`src/rtl/pc_seq_pkg.sv`:
```
// Shared processor definitions: FSM state encodings and opcode values
// used by the program-counter sequencer and its return stack.
package pc_seq_pkg;

  // Sequencer states; outputs are decoded directly from these.
  typedef enum logic [1:0] {
    ST_IDLE   = 2'd0,
    ST_FETCH  = 2'd1,
    ST_EXEC   = 2'd2,
    ST_HALTED = 2'd3
  } state_e;

  // Opcode field width on the op port.
  localparam int unsigned OP_W = 3;

  // Operation codes; the two reserved codes execute as NOP.
  typedef enum logic [OP_W-1:0] {
    OP_NOP  = 3'd0,
    OP_JMP  = 3'd1,
    OP_BZ   = 3'd2,
    OP_CALL = 3'd3,
    OP_RET  = 3'd4,
    OP_HALT = 3'd5,
    OP_RSV6 = 3'd6,
    OP_RSV7 = 3'd7
  } op_e;

  // Width of an occupancy counter able to hold 0..sd inclusive.
  function automatic int unsigned cnt_w(input int unsigned sd);
    return $clog2(sd) + 1;
  endfunction

endpackage

```
`src/rtl/pc_seq_ret_stack.sv`:
```
// LIFO of return addresses for CALL/RET. Push has priority over pop if
// both are requested; a push while full or a pop while empty is ignored,
// so the caller decides how to report those cases.
module ret_stack
  import pc_seq_pkg::*;
#(
  parameter int AW = 8,
  parameter int SD = 4
) (
  input  logic                 clk,
  input  logic                 rst_n,
  input  logic                 push,
  input  logic                 pop,
  input  logic [AW-1:0]        push_data,
  output logic [AW-1:0]        top,
  output logic [cnt_w(SD)-1:0] depth,
  output logic                 full,
  output logic                 empty
);

  localparam int DW = cnt_w(SD);
  localparam int IW = (SD > 1) ? $clog2(SD) : 1;

  logic [AW-1:0] r_mem [SD];
  logic [DW-1:0] r_depth;
  logic [IW-1:0] w_wr_idx;
  logic [IW-1:0] w_top_idx;
  logic          w_do_push;
  logic          w_do_pop;

  assign full      = (r_depth == DW'(SD));
  assign empty     = (r_depth == '0);
  assign w_do_push = push & ~full;
  assign w_do_pop  = pop & ~empty & ~push;

  // Next free slot is at index depth; the newest entry sits just below it.
  assign w_wr_idx  = r_depth[IW-1:0];
  assign w_top_idx = r_depth[IW-1:0] - IW'(1);

  // Store the return address into the next free slot.
  // NOTE: the storage array has no reset; stale contents are harmless
  // because the occupancy count gates every read.
  always_ff @(posedge clk) begin
    if (w_do_push) begin
      r_mem[w_wr_idx] <= push_data;
    end
  end

  // Track occupancy; cleared asynchronously so reset leaves an empty stack.
  // NOTE: state registers use non-blocking assignment so every flop
  // samples pre-edge values regardless of block ordering.
  always_ff @(posedge clk or negedge rst_n) begin
    if (!rst_n) begin
      r_depth <= '0;
    end else if (w_do_push) begin
      r_depth <= r_depth + DW'(1);
    end else if (w_do_pop) begin
      r_depth <= r_depth - DW'(1);
    end
  end

  // An empty stack presents zero rather than whatever the array holds.
  assign top   = empty ? '0 : r_mem[w_top_idx];
  assign depth = r_depth;

endmodule

```
`src/rtl/pc_seq.sv`:
```
// Program-counter sequencer. Each instruction takes two clocks: FETCH
// presents pc to instruction memory, EXEC samples op/target/zero and
// commits the next pc (and any return-stack push/pop) on the edge that
// leaves EXEC. Overflow/underflow of the return stack sets a sticky flag
// that only reset clears.
module pc_seq
  import pc_seq_pkg::*;
#(
  parameter int AW = 8,
  parameter int SD = 4
) (
  input  logic                 clk,
  input  logic                 r,
  input  logic                 run,
  input  logic [OP_W-1:0]      op,
  input  logic [AW-1:0]        target,
  input  logic                 zero,
  output logic [AW-1:0]        pc,
  output logic                 fetch,
  output logic                 halted,
  output logic [cnt_w(SD)-1:0] depth,
  output logic                 stack_err
);

  state_e        r_state;
  state_e        w_state_next;
  logic [AW-1:0] r_pc;
  logic [AW-1:0] w_pc_next;
  logic [AW-1:0] w_pc_inc;
  logic          r_stack_err;
  logic          w_err_set;
  logic          w_push;
  logic          w_pop;
  logic [AW-1:0] w_top;
  logic          w_full;
  logic          w_empty;
  logic          w_exec;

  // Increment wraps naturally at AW bits; the same value is the return
  // address, so a CALL at all-ones pushes zero.
  assign w_pc_inc = r_pc + AW'(1);
  assign w_exec   = (r_state == ST_EXEC);

  ret_stack #(
    .AW (AW),
    .SD (SD)
  ) u_ret_stack (
    .clk       (clk),
    .rst_n     (r),
    .push      (w_push),
    .pop       (w_pop),
    .push_data (w_pc_inc),
    .top       (w_top),
    .depth     (depth),
    .full      (w_full),
    .empty     (w_empty)
  );

  // State register; reset forces IDLE without waiting for a clock.
  always_ff @(posedge clk or negedge r) begin
    if (!r) begin
      r_state <= ST_IDLE;
    end else begin
      r_state <= w_state_next;
    end
  end

  // Next-state decode; HALT in EXEC is the only path into HALTED.
  // NOTE: every combinational output gets a default first so no path
  // leaves it unassigned and infers a latch.
  always_comb begin
    w_state_next = r_state;
    unique case (r_state)
      ST_IDLE:   if (run) w_state_next = ST_FETCH;
      ST_FETCH:  w_state_next = ST_EXEC;
      ST_EXEC:   w_state_next = (op == OP_HALT) ? ST_HALTED : ST_FETCH;
      ST_HALTED: if (!run) w_state_next = ST_IDLE;
      default:   w_state_next = ST_IDLE;
    endcase
  end

  // Moore outputs decoded from the registered state.
  always_comb begin
    fetch  = 1'b0;
    halted = 1'b0;
    unique case (r_state)
      ST_FETCH:  fetch  = 1'b1;
      ST_HALTED: halted = 1'b1;
      default:   ;
    endcase
  end

  // Instruction execute: next pc plus stack side effects, active in EXEC only.
  always_comb begin
    w_pc_next = r_pc;
    w_push    = 1'b0;
    w_pop     = 1'b0;
    w_err_set = 1'b0;
    if (w_exec) begin
      case (op)
        OP_JMP:  w_pc_next = target;
        OP_BZ:   w_pc_next = zero ? target : w_pc_inc;
        OP_CALL: begin
          if (!w_full) begin
            w_push    = 1'b1;
            w_pc_next = target;
          end else begin
            w_pc_next = w_pc_inc;
            w_err_set = 1'b1;
          end
        end
        OP_RET: begin
          if (!w_empty) begin
            w_pop     = 1'b1;
            w_pc_next = w_top;
          end else begin
            w_pc_next = w_pc_inc;
            w_err_set = 1'b1;
          end
        end
        OP_HALT: w_pc_next = r_pc;
        default: w_pc_next = w_pc_inc;
      endcase
    end
  end

  // Program counter: the sole source of the instruction-memory address.
  always_ff @(posedge clk or negedge r) begin
    if (!r) begin
      r_pc <= '0;
    end else if (w_exec) begin
      r_pc <= w_pc_next;
    end
  end

  // Sticky stack error; nothing but reset clears it.
  always_ff @(posedge clk or negedge r) begin
    if (!r) begin
      r_stack_err <= 1'b0;
    end else if (w_err_set) begin
      r_stack_err <= 1'b1;
    end
  end

  assign pc        = r_pc;
  assign stack_err = r_stack_err;

endmodule

```
`config.mk`:
```
export PLATFORM = sky130hd
export DESIGN_NAME = pc_seq
export DESIGN_NICKNAME = d
export VERILOG_FILES = /design/src/rtl/pc_seq_pkg.sv /design/src/rtl/pc_seq_ret_stack.sv /design/src/rtl/pc_seq.sv
export SDC_FILE = /design/constraint.sdc
export NUM_CORES = 1
export LEC_CHECK = 0
export ABC_AREA = 1
export CAP_MARGIN = 10
export CORE_MARGIN = 2
export CORE_UTILIZATION = 50
export DETAILED_ROUTE_END_ITERATION = 10
export PLACE_DENSITY = 0.76
export SLEW_MARGIN = 10
export SYNTH_ARGS = -nofsm -noshare
export SYNTH_HDL_FRONTEND = slang
export SYNTH_HIERARCHICAL = 1
export SYNTH_SLANG_ARGS = --single-unit
```
`constraint.sdc`:
```
create_clock -name clk -period 3.2 [get_ports clk]
set_input_delay 0.64 -clock clk [delete_from_list [all_inputs] [get_ports clk]]
set_output_delay 0.64 -clock clk [all_outputs]
set_load 0.01 [all_outputs]
```
==> impl_results.md, run 1 <==
- Gate Count Post-Synth: 305
- Sequential fraction of the synthesis area: between 50% and 60%
- Routed len/inst: 11.8 µm
- Critical path launch point type: input port
- Vias in the first global route: 1822
- # DRC: 0
- Vias/cell: 4.86
- Share of the synthesized area in the top cell type: around two fifths
- Element type at the critical path end: flip-flop
- Setup TNS Final: 0 ns
- Final setup fails: 0
- Antenna Cells: 0
- Dpl hpwl: 3.57 mm
- Crit path time final: ~2.5 ns
- DR pass1 iterations: 4
- Clock skew: approximately 0.0038 ns
- GP Congestion: 0.860
- Final hold violation count: 0
- Avg Inst Size Synth: 8.25 µm²
- First-pass GRT wire length: 8.07 mm
- DRT iter0 DRCs: 142
- Fin nets: 360
- Area Growth Syn to Fin: 17.5%
- I/O Buffers: 28
- PwrDens: about 860 nW/µm²
- Max Root-Sink Buffers: 2
- Num ports: 29
- Lkg Pwr: 1.33 nW
- Peak supply drop: 484 µV
- F_max: 397 MHz
- Req. time, crit path: 3.40 ns
- Filler cell count: 407
- Final WL: ~4.8 mm
- CTS resizes: 0
- Seq cells post-synth: 46
- Cell taking the most area after synthesis: edfxtp_1
- CP arrival: between 2 and 3 ns
- Fin. max-slew vios: 0
- Clock sinks: 46
- Rows: 25
- Antenna violations before repair: 0
- Post-Synthesis Cell Area: 2510 µm²
- Die Ht: ~75 µm
- Final WS setup: 0.679 ns
- Status: finished, final reports clean
- Worst-path maximum fanout: 7
- Grt ovf: 0
- Tot Pwr: 2.54 mW
- Die Area: 5610 µm²
- Syn. warnings: 6
- Vias: 1980
- TritonCTS clock tree: built
- Main area contributors after synthesis: edfxtp_1, dfrtp_1, nand2_1
- Root Driver: clkbuf_8
- Total core area: between 4000 and 5000 µm²
- RSZ-0062 raised after global routing: false
- Final ANT Viol Nets: 0
- Hold Crit Class: flip-flop to flip-flop
- H-tree lvl count: 2
- Least-Margin Pin Slew: 0.661 ns
- WS Path Type: input port to flip-flop
- Syn_nets: 326
- Largest net degree at the start of global routing: 22
- Post-synth ARST share: 30.4%
- Initial Utilization: between 50% and 60%
- Slew HR: 55.8%
- Maxcap violations: 0
- Insertion delay to the later sink of the worst-skew pair: 0.30 ns
- Post-CTS setup buffer count: 0
- Post-synth EDFFs: 32
- Layout cell share with drive strength beyond 1: under 10%
- DP Worst Slack: 0.372 ns
- Num CTS Buffers: 5
- Reg clk slew, reported paths: 0.09 ns
- Overall routing resource usage: 19.4%
- Die width: around 75 µm
- Crit share post-route: 78.8%
- Hold Buf Count CTS: 0
- Dominant synthesized flop cell: edfxtp_1
- Synth cell types: 30
## cells by family (layout without fill, tap and decap cells)
kind of cell,count (synthesis),in the layout,share of synthesized area (%)
XOR/XNOR,4,4,1.39
AO/OA/AOI/OAI,36,36,7.56
AND/OR/NAND/NOR,158,158,26.2
flip-flops,46,46,52.1
adder cells (fa/ha/maj),6,6,3.28
buffers and inverters,55,90,9.40
## per-stage QoR
stage	hold slack (ns)	instances	utilization, %	area [µm²]
after floorplan	0.344	305	-	2510
after global placement	0.468	399	59.8	2860
after detailed placement	0.465	399	59.8	2860
after CTS	0.494	407	61.8	2960
after global routing	0.501	407	61.8	2960
final	0.484	407	61.8	2960
## layer usage
layer | GRT usage [%] | up-vias | part of all wire, %
met5 | 0 | - | 0
met4 | 6.75 | 0 | 2.0
met3 | 4.28 | 12 | 4.4
met2 | 31.4 | 60 | 48
met1 | 26.1 | 870 | 46
li1 | - | 1038 | -
## final timing paths
check | start | endpoint | slack (ns) | cells after the start
worst max register to register | u_ret_stack/depth[1]$_DFFE_PN0P_ | u_ret_stack/depth[1]$_DFFE_PN0P_ | 0.95 | 13
max in group asynchronous | r | pc[1]$_DFFE_PN0P_ | 2.04 | 1
worst min register to register | stack_err$_DFFE_PN0P_ | stack_err$_DFFE_PN0P_ | 0.48 | 1
worst max-delay path | op[0] | u_ret_stack/depth[2]$_DFFE_PN0P_ | 0.68 | 11
worst min-delay path | stack_err$_DFFE_PN0P_ | stack_err$_DFFE_PN0P_ | 0.48 | 1
min in group asynchronous | r | u_ret_stack/depth[2]$_DFFE_PN0P_ | 0.74 | 1
## synth_stat cells, types with 4 or more instances
master    count
nand4_1       4
nand3_1      14
xor2_1        4
edfxtp_1     32
nand2_1      88
ha_1          5
inv_1        46
o21ai_0      12
nor2_1       41
dfrtp_1      14
a21oi_1      17
## where the power goes
| part | internal [mW] | total, mW | switching (mW) |
|---|---|---|---|
| registers | 0.827 | 0.928 | 0.101 |
| clock network | 0.156 | 0.357 | 0.201 |
| logic | 0.486 | 1.26 | 0.771 |
## cell usage in the layout (no fill, tap or decap), drive strengths merged, types with 4 or more instances in the layout
master	n
clkbuf	5
xor2	4
edfxtp	32
dfrtp	14
nand2	89
clkdlybuf4s50	28
nand3	17
nand4	4
ha	5
inv	50
buf	4
o21ai	16
a21oi	17
nor2	44
## state kept, by name, summed over array words and instances (netlist names)
name,cells
pc,8
u_ret_stack/r_mem,32
u_ret_stack/depth,3
r_state,2
stack_err,1
## critical path, stage by stage
cell and delay [ns]:
clkdlybuf4s50_1 0.55, inv_1 0.12, nor3_1 0.26, nand2_1 0.08
nor2_1 0.18, nand2_1 0.21, fa_1 0.43, inv_1 0.07
nand2_1 0.06, nand3_1 0.07, nand2_1 0.05
## cell type report
type / instances / area [µm²] / area share [%]
clock buffers: 5 / 68.8 / 2.33
clock inverters: 3 / 23.8 / 0.804
inverters: 50 / 190 / 6.44
multi-input cells: 204 / 967 / 32.7
flip-flops and latches: 46 / 1310 / 44.4
well taps: 67 / 83.8 / 2.84
repair buffers: 32 / 310 / 10.5
No activity file was read; power rests on OpenSTA's default activity.
==> run 2, diff against run 1 <==
--- a/config.mk
+++ b/config.mk
@@ -10,7 +10,7 @@
 export CORE_MARGIN = 2
 export CORE_UTILIZATION = 50
 export DETAILED_ROUTE_END_ITERATION = 10
-export PLACE_DENSITY = 0.76
+export PLACE_DENSITY = 0.79
 export SLEW_MARGIN = 10
 export SYNTH_ARGS = -nofsm -noshare
 export SYNTH_HDL_FRONTEND = slang
==> constraint.sdc (replaced) <==
create_clock -name clk -period 2 [get_ports clk]
set_input_delay 0.4 -clock clk [delete_from_list [all_inputs] [get_ports clk]]
set_output_delay 0.4 -clock clk [all_outputs]
set_load 0.01 [all_outputs]
==> run 2 against run 1 <==
Clock-buffer cell count is the same. Highest routed layer unchanged. Die area is the same. Worst hold slack lost 0.084 ns. Via count grew 3.8%. Critical path depth shrank 9. Global-route usage grew 0.54 points. Register-to-register slack lost 0.75 ns. Clock skew grew 0.0033 ns. Sequential share of layout area shrank 2.6 points. Worst setup slack lost 0.57 ns. Cell area grew 6.4%.
==> impl_results.md, run 2 (same netlist as run 1, synthesis figures left out) <==
- Status: finished, final reports clean
- R2R Setup Slk: 0.20 ns (-0.75 ns)
- Lkg Pwr: 1.42 nW (+6.7%)
- Routed len/inst: 12.0 µm (+2.0%)
- R2R depth: 11 (-2)
- TritonCTS clock tree: built
- Final setup fails: 0 (unchanged)
- Final ANT Viol Nets: 0 (unchanged)
- Slew HR: 70.8% (+15 points)
- Largest Register: u_ret_stack/r_mem
- Max FFs per register: 32 (unchanged)
- P_sw: 1.85 mW (+72%)
- H-tree lvl count: 2 (unchanged)
- Largest net degree at the start of global routing: 22 (unchanged)
- Placed inst area: 3030 µm² (+5.9%)
- Layout cell share with drive strength beyond 1: 15.7% (+8.6 points)
- Antenna violations before repair: 0 (unchanged)
- Area Growth Syn to Fin: 25.0%
- Reg-to-reg startpoint: u_ret_stack/depth[1]$_DFFE_PN0P_
- PwrDens: 1400 nW/µm² (+62%)
- Num ports: 29 (unchanged)
- Switch share: 42.1% (-0.095 points)
- Clk pwr share: 13.0% (-1.1 points)
- Crit share post-route: 94.3%
- Final WL: 5.10 mm (+6.3%)
- Dpl hpwl: 3.94 mm (+10%)
- Least-Margin Pin Slew: 0.436 ns (-0.224 ns)
- WS Path Type: flip-flop to output port
- Worst Setup EP: depth[0]
- Clock skew: 0.00716 ns (+0.00332 ns)
- Vias in the first global route: 1886 (+3.5%)
- Insertion delay to the later sink of the worst-skew pair: 0.30 ns (about the same)
- RR Endpoint: u_ret_stack/depth[1]$_DFFE_PN0P_
- Max Root-Sink Buffers: 2 (unchanged)
- Post-route cell area: 3140 µm² (+6.4%)
- Total core area: 4790 µm² (unchanged)
- Peak supply drop: 973 µV (+100%)
- Element type at the critical path end: output port
- Crit path time final: roughly 1.9 ns
- Tot Pwr: 4.39 mW (+73%)
- Worst-path maximum fanout: 21 (+14)
- Hold Crit Class: input port to async pin
- Critical path launch point type: flip-flop
- DR pass1 iterations: 4 (unchanged)
- GP Congestion: 0.877 (+1.9%)
- Most common cell after layout, fill and taps aside: nand2_1
- Reg clk slew, reported paths: 0.09 ns (about the same)
- Flop pwr share: 33.8% (-2.7 points)
- DRT iter0 DRCs: 168 (+18%)
- First-pass GRT wire length: 8.44 mm (+4.6%)
- Vias/cell: 4.85 (-0.32%)
- Die Ht: 74.9 µm (unchanged)
- Rows: 25 (unchanged)
- Die width: 74.9 µm (unchanged)
- Reg area: 1310 µm² (about the same)
- Overall routing resource usage: 19.9% (+0.54 points)
- Root Driver: clkbuf_8
- Filler cell count: 369 (-9.3%)
- Most frequent cells in the layout: nand2_1, inv_1, nor2_1
- CP arrival: 1.49 ns (-1.23 ns)
- Die Area: 5610 µm² (unchanged)
- Maxcap violations: 0 (unchanged)
- Area of the multi-input gates: 1000 µm² (+3.9%)
- Fin nets: 377 (+4.7%)
- Vias: 2056 (+3.8%)
- Initial Utilization: 52.5% (unchanged)
- Num CTS Buffers: 5 (unchanged)
- Grt ovf: 0 (unchanged)
- F_max: 530 MHz
- Fin. max-slew vios: 0 (unchanged)
- Clock sinks: 46 (unchanged)
- Req. time, crit path: 1.60 ns (-1.80 ns)
- Worst setup startpoint: u_ret_stack/depth[0]$_DFFE_PN0P_
- Antenna Cells: 0 (unchanged)
- RSZ-0062 raised after global routing: false
- Int Power: 2.54 mW (+73%)
- Comb power frac: 53.2% (+3.8 points)
- I/O Buffers: 28 (unchanged)
- Hold Buf Count CTS: 0 (unchanged)
- # DRC: 0 (unchanged)
- Final hold violation count: 0 (unchanged)
## run 2: worst min path at each step
stage                          startpoint                               end  slack, ns  depth (start not counted)
floorplan                               r                 pc[0]$_DFFE_PN0P_       0.10                          0
global placement    stack_err$_DFFE_PN0P_             stack_err$_DFFE_PN0P_       0.46                          1
detailed placement  stack_err$_DFFE_PN0P_             stack_err$_DFFE_PN0P_       0.46                          1
CTS                                     r  u_ret_stack/depth[2]$_DFFE_PN0P_       0.40                          2
global route                            r  u_ret_stack/depth[2]$_DFFE_PN0P_       0.41                          2
finish                                  r  u_ret_stack/depth[2]$_DFFE_PN0P_       0.40                          2
## run 2: layout make-up
type / count / share of cell area, %
Clock inverter: 3 / 0.756
Clock buffer: 5 / 2.19
Sequential cell: 46 / 41.8
Multi-Input combinational cell: 204 / 32.0
Timing Repair Buffer: 49 / 14.5
Inverter: 50 / 6.21
Tap cell: 67 / 2.67
## run 2: power by group through the flow
| stage | combinational, mW | clock (mW) | sequential, mW |
|---|---|---|---|
| 6_report | 2.34 | 0.573 | 1.48 |
| 5_1_grt | 2.63 | 0.622 | 1.50 |
| 4_1_cts | 2.32 | 0.580 | 1.48 |
| 3_5_place_dp | 2.30 | 0 | 1.50 |
| 3_3_place_gp | 2.26 | 0 | 1.49 |
| 2_1_floorplan | 1.42 | 0 | 1.54 |
## run 2: through the flow
stage	TNS [ns]	utilization, %	worst slack, ns	hold slack, ns	std cells
2_1_floorplan	-0.700	-	-0.141	0.104	305
3_3_place_gp	-4.63	63.4	-0.183	0.461	415
3_5_place_dp	-5.94	63.4	-0.238	0.461	415
4_1_cts	0	65.3	0.0393	0.404	423
5_1_grt	0	65.7	0.0246	0.410	424
6_report	0	65.7	0.114	0.400	424
## run 2: routing by layer
metal	vias up	track usage, %	part of all wire (%)
met5	-	0	0
met4	0	4.96	1.2
met3	7	4.15	3.9
met2	52	31.5	47
met1	924	28.5	48
li1	1073	-	-
## run 2: timing repair
| item | in CTS | in global routing |
|---|---|---|
| setup buffers | 0 | 1 |
| resized for setup | 0 | 4 |
| endpoints found under the setup margin | 0 | 5 |
## run 2: critical path, cell delays in order (launching register included)
cell and delay (ns):
dfrtp_2 0.42, buf_6 0.21, clkdlybuf4s50_1 0.57
==> run 3, diff against run 2 <==
==> constraint.sdc (replaced) <==
create_clock -name clk -period 2 [get_ports clk]
set_input_delay 0.4 -clock clk [delete_from_list [all_inputs] [get_ports clk]]
set_output_delay 0.4 -clock clk [all_outputs]
set_load 0.1 [all_outputs]
==> run 3 against run 2 <==
Final cell count fell by 0.71%. Via count rose by 1.0%. Worst setup slack improved by 0.012 ns. Utilization rose by 2.0 points. Worst hold slack improved by 0.0043 ns. Flip-flop and latch count did not move. Largest cell class unchanged. Routed wire length rose by 8.4%. First-iteration DRC count rose by 16%. Global-route usage rose by 2.1 points. Register-to-register slack got worse by 0.02 ns. Clock skew barely moved. Sequential share of layout area fell by 0.98 points.
==> impl_results.md, run 3 (same netlist as run 1, synthesis figures left out) <==
- Slew HR: 63.9% (-6.9 points)
- Max FFs per register: 32 (unchanged)
- Most frequent cells in the layout: nand2_1, inv_1, nor2_1
- F_max: 533 MHz (+0.63%)
- CP arrival: 2.11 ns (+0.62 ns)
- Num ports: 29 (unchanged)
- Dpl hpwl: 4.22 mm (+7.2%)
- TritonCTS clock tree: built
- Largest Register: u_ret_stack/r_mem
- Crit share post-route: 93.7% (-0.59 points)
- Clock skew: 0.00745 ns (+0.000289 ns)
- R2R Setup Slk: 0.18 ns (-0.02 ns)
- Vias/cell: 4.93 (+1.7%)
- WS Path Type: input port to flip-flop
- Hold Buf Count CTS: 0 (unchanged)
- Clock sinks: 46 (unchanged)
- Post-CTS setup buffer count: 0 (unchanged)
- Fin nets: 374 (-0.80%)
- Routed len/inst: 13.1 µm (+9.1%)
- RSZ-0062 raised after global routing: false
- Largest net degree at the start of global routing: 22 (unchanged)
- Final ANT Viol Nets: 0 (unchanged)
- Area Growth Syn to Fin: 28.7%
- Vias: 2077 (+1.0%)
- Req. time, crit path: 2.23 ns (+0.63 ns)
- Maxcap violations: 0 (unchanged)
- Least-Margin Pin Slew: 0.539 ns (+0.103 ns)
- Overall routing resource usage: 22.0% (+2.1 points)
- I/O Buffers: 28 (unchanged)
- Fin. max-slew vios: 0 (unchanged)
- Max Root-Sink Buffers: 2 (unchanged)
- Worst-path maximum fanout: 3 (-86%)
- Reg-to-reg startpoint: u_ret_stack/depth[0]$_DFFE_PN0P_
- DR pass1 iterations: 4 (unchanged)
- Final setup fails: 0 (unchanged)
- Final hold violation count: 0 (unchanged)
- Antenna Cells: 0 (unchanged)
- Vias in the first global route: 1977 (+4.8%)
- Die Ht: 74.9 µm (unchanged)
- H-tree lvl count: 2 (unchanged)
- Die Area: 5610 µm² (unchanged)
- Final WL: 5.52 mm (+8.4%)
- Grt ovf: 0 (unchanged)
- Worst setup startpoint: op[0]
- Critical path launch point type: input port
- Total core area: 4790 µm² (unchanged)
- First-pass GRT wire length: 9.22 mm (+9.2%)
- RR Endpoint: u_ret_stack/depth[1]$_DFFE_PN0P_
- Final WS setup: 0.126 ns (+0.0117 ns)
- Worst Setup EP: u_ret_stack/depth[1]$_DFFE_PN0P_
- Die width: 74.9 µm (unchanged)
- Fin util: 67.6% (+2.0 points)
- Most common cell after layout, fill and taps aside: nand2_1
- Rows: 25 (unchanged)
- DP Worst Slack: -0.283 ns (-0.0448 ns)
- Layout cell share with drive strength beyond 1: 21.8% (+6.1 points)
- Hold Crit Class: input port to async pin
- Crit path time final: 1.87 ns (-0.0117 ns)
- Num CTS Buffers: 5 (unchanged)
- Reg clk slew, reported paths: 0.09 ns (about the same)
- DRT iter0 DRCs: 195 (+16%)
- Initial Utilization: 52.5% (unchanged)
- Filler cell count: 364 (-1.4%)
- Antenna violations before repair: 0 (unchanged)
- R2R depth: 11 (unchanged)
- Element type at the critical path end: flip-flop
- # DRC: 0 (unchanged)
- Insertion delay to the later sink of the worst-skew pair: 0.31 ns (about the same)
- Root Driver: clkbuf_8
- Status: finished, final reports clean
- GP Congestion: 0.857 (-2.3%)
[run 3: repair_timing]
item                       4_1_cts  5_1_grt
gates resized for setup          0        1
hold endpoints to repair         0        0
setup endpoints to repair        0       18
[run 3: critical path, stage by stage]
cell and delay (ns):
clkdlybuf4s50_1 0.48, inv_1 0.07, nor3_2 0.22, nand2_2 0.09, nor2_4 0.14, nand2_4 0.08, fa_2 0.52, nand2_1 0.04
o21ai_1 0.07
[run 3: how the worst min path moves through the flow]
stage | start | end | cells after the start
floorplan | r | pc[0]$_DFFE_PN0P_ | 0
global placement | stack_err$_DFFE_PN0P_ | stack_err$_DFFE_PN0P_ | 1
detailed placement | stack_err$_DFFE_PN0P_ | stack_err$_DFFE_PN0P_ | 1
CTS | r | pc[4]$_DFFE_PN0P_ | 2
global route | r | pc[6]$_DFFE_PN0P_ | 2
finish | r | u_ret_stack/depth[2]$_DFFE_PN0P_ | 2
[run 3: cell type report]
type | instances | area, µm² | area share, %
multi-input cells | 204 | 1050 | 32.4
inverters | 50 | 203 | 6.26
flip-flops and latches | 46 | 1320 | 40.8
clock inverters | 3 | 43.8 | 1.35
well taps | 67 | 83.8 | 2.59
repair buffers | 46 | 468 | 14.5
clock buffers | 5 | 68.8 | 2.13
[run 3: through the flow]
stage	setup TNS, ns	cells	hold slack (ns)	instance area (µm²)
finish	0	421	0.404	3240
CTS	0	421	0.403	3230
global route	0	421	0.414	3240
floorplan	-6.90	305	0.104	2620
detailed placement	-8.72	413	0.464	3120
global placement	-5.69	413	0.465	3120
[run 3: per-layer routing]
| layer | track usage, % | up-vias | share of wire [%] |
|---|---|---|---|
| met2 | 35.7 | 50 | 49 |
| met4 | 6.55 | 0 | 1.3 |
| li1 | - | 1062 | - |
| met5 | 0 | - | 0 |
| met3 | 5.09 | 7 | 5.4 |
| met1 | 29.8 | 958 | 44 |
Power of run 3 is left out: the tool's default activity adds up to more than one toggle a clock period on the data nets, which glitch-free logic cannot reach.
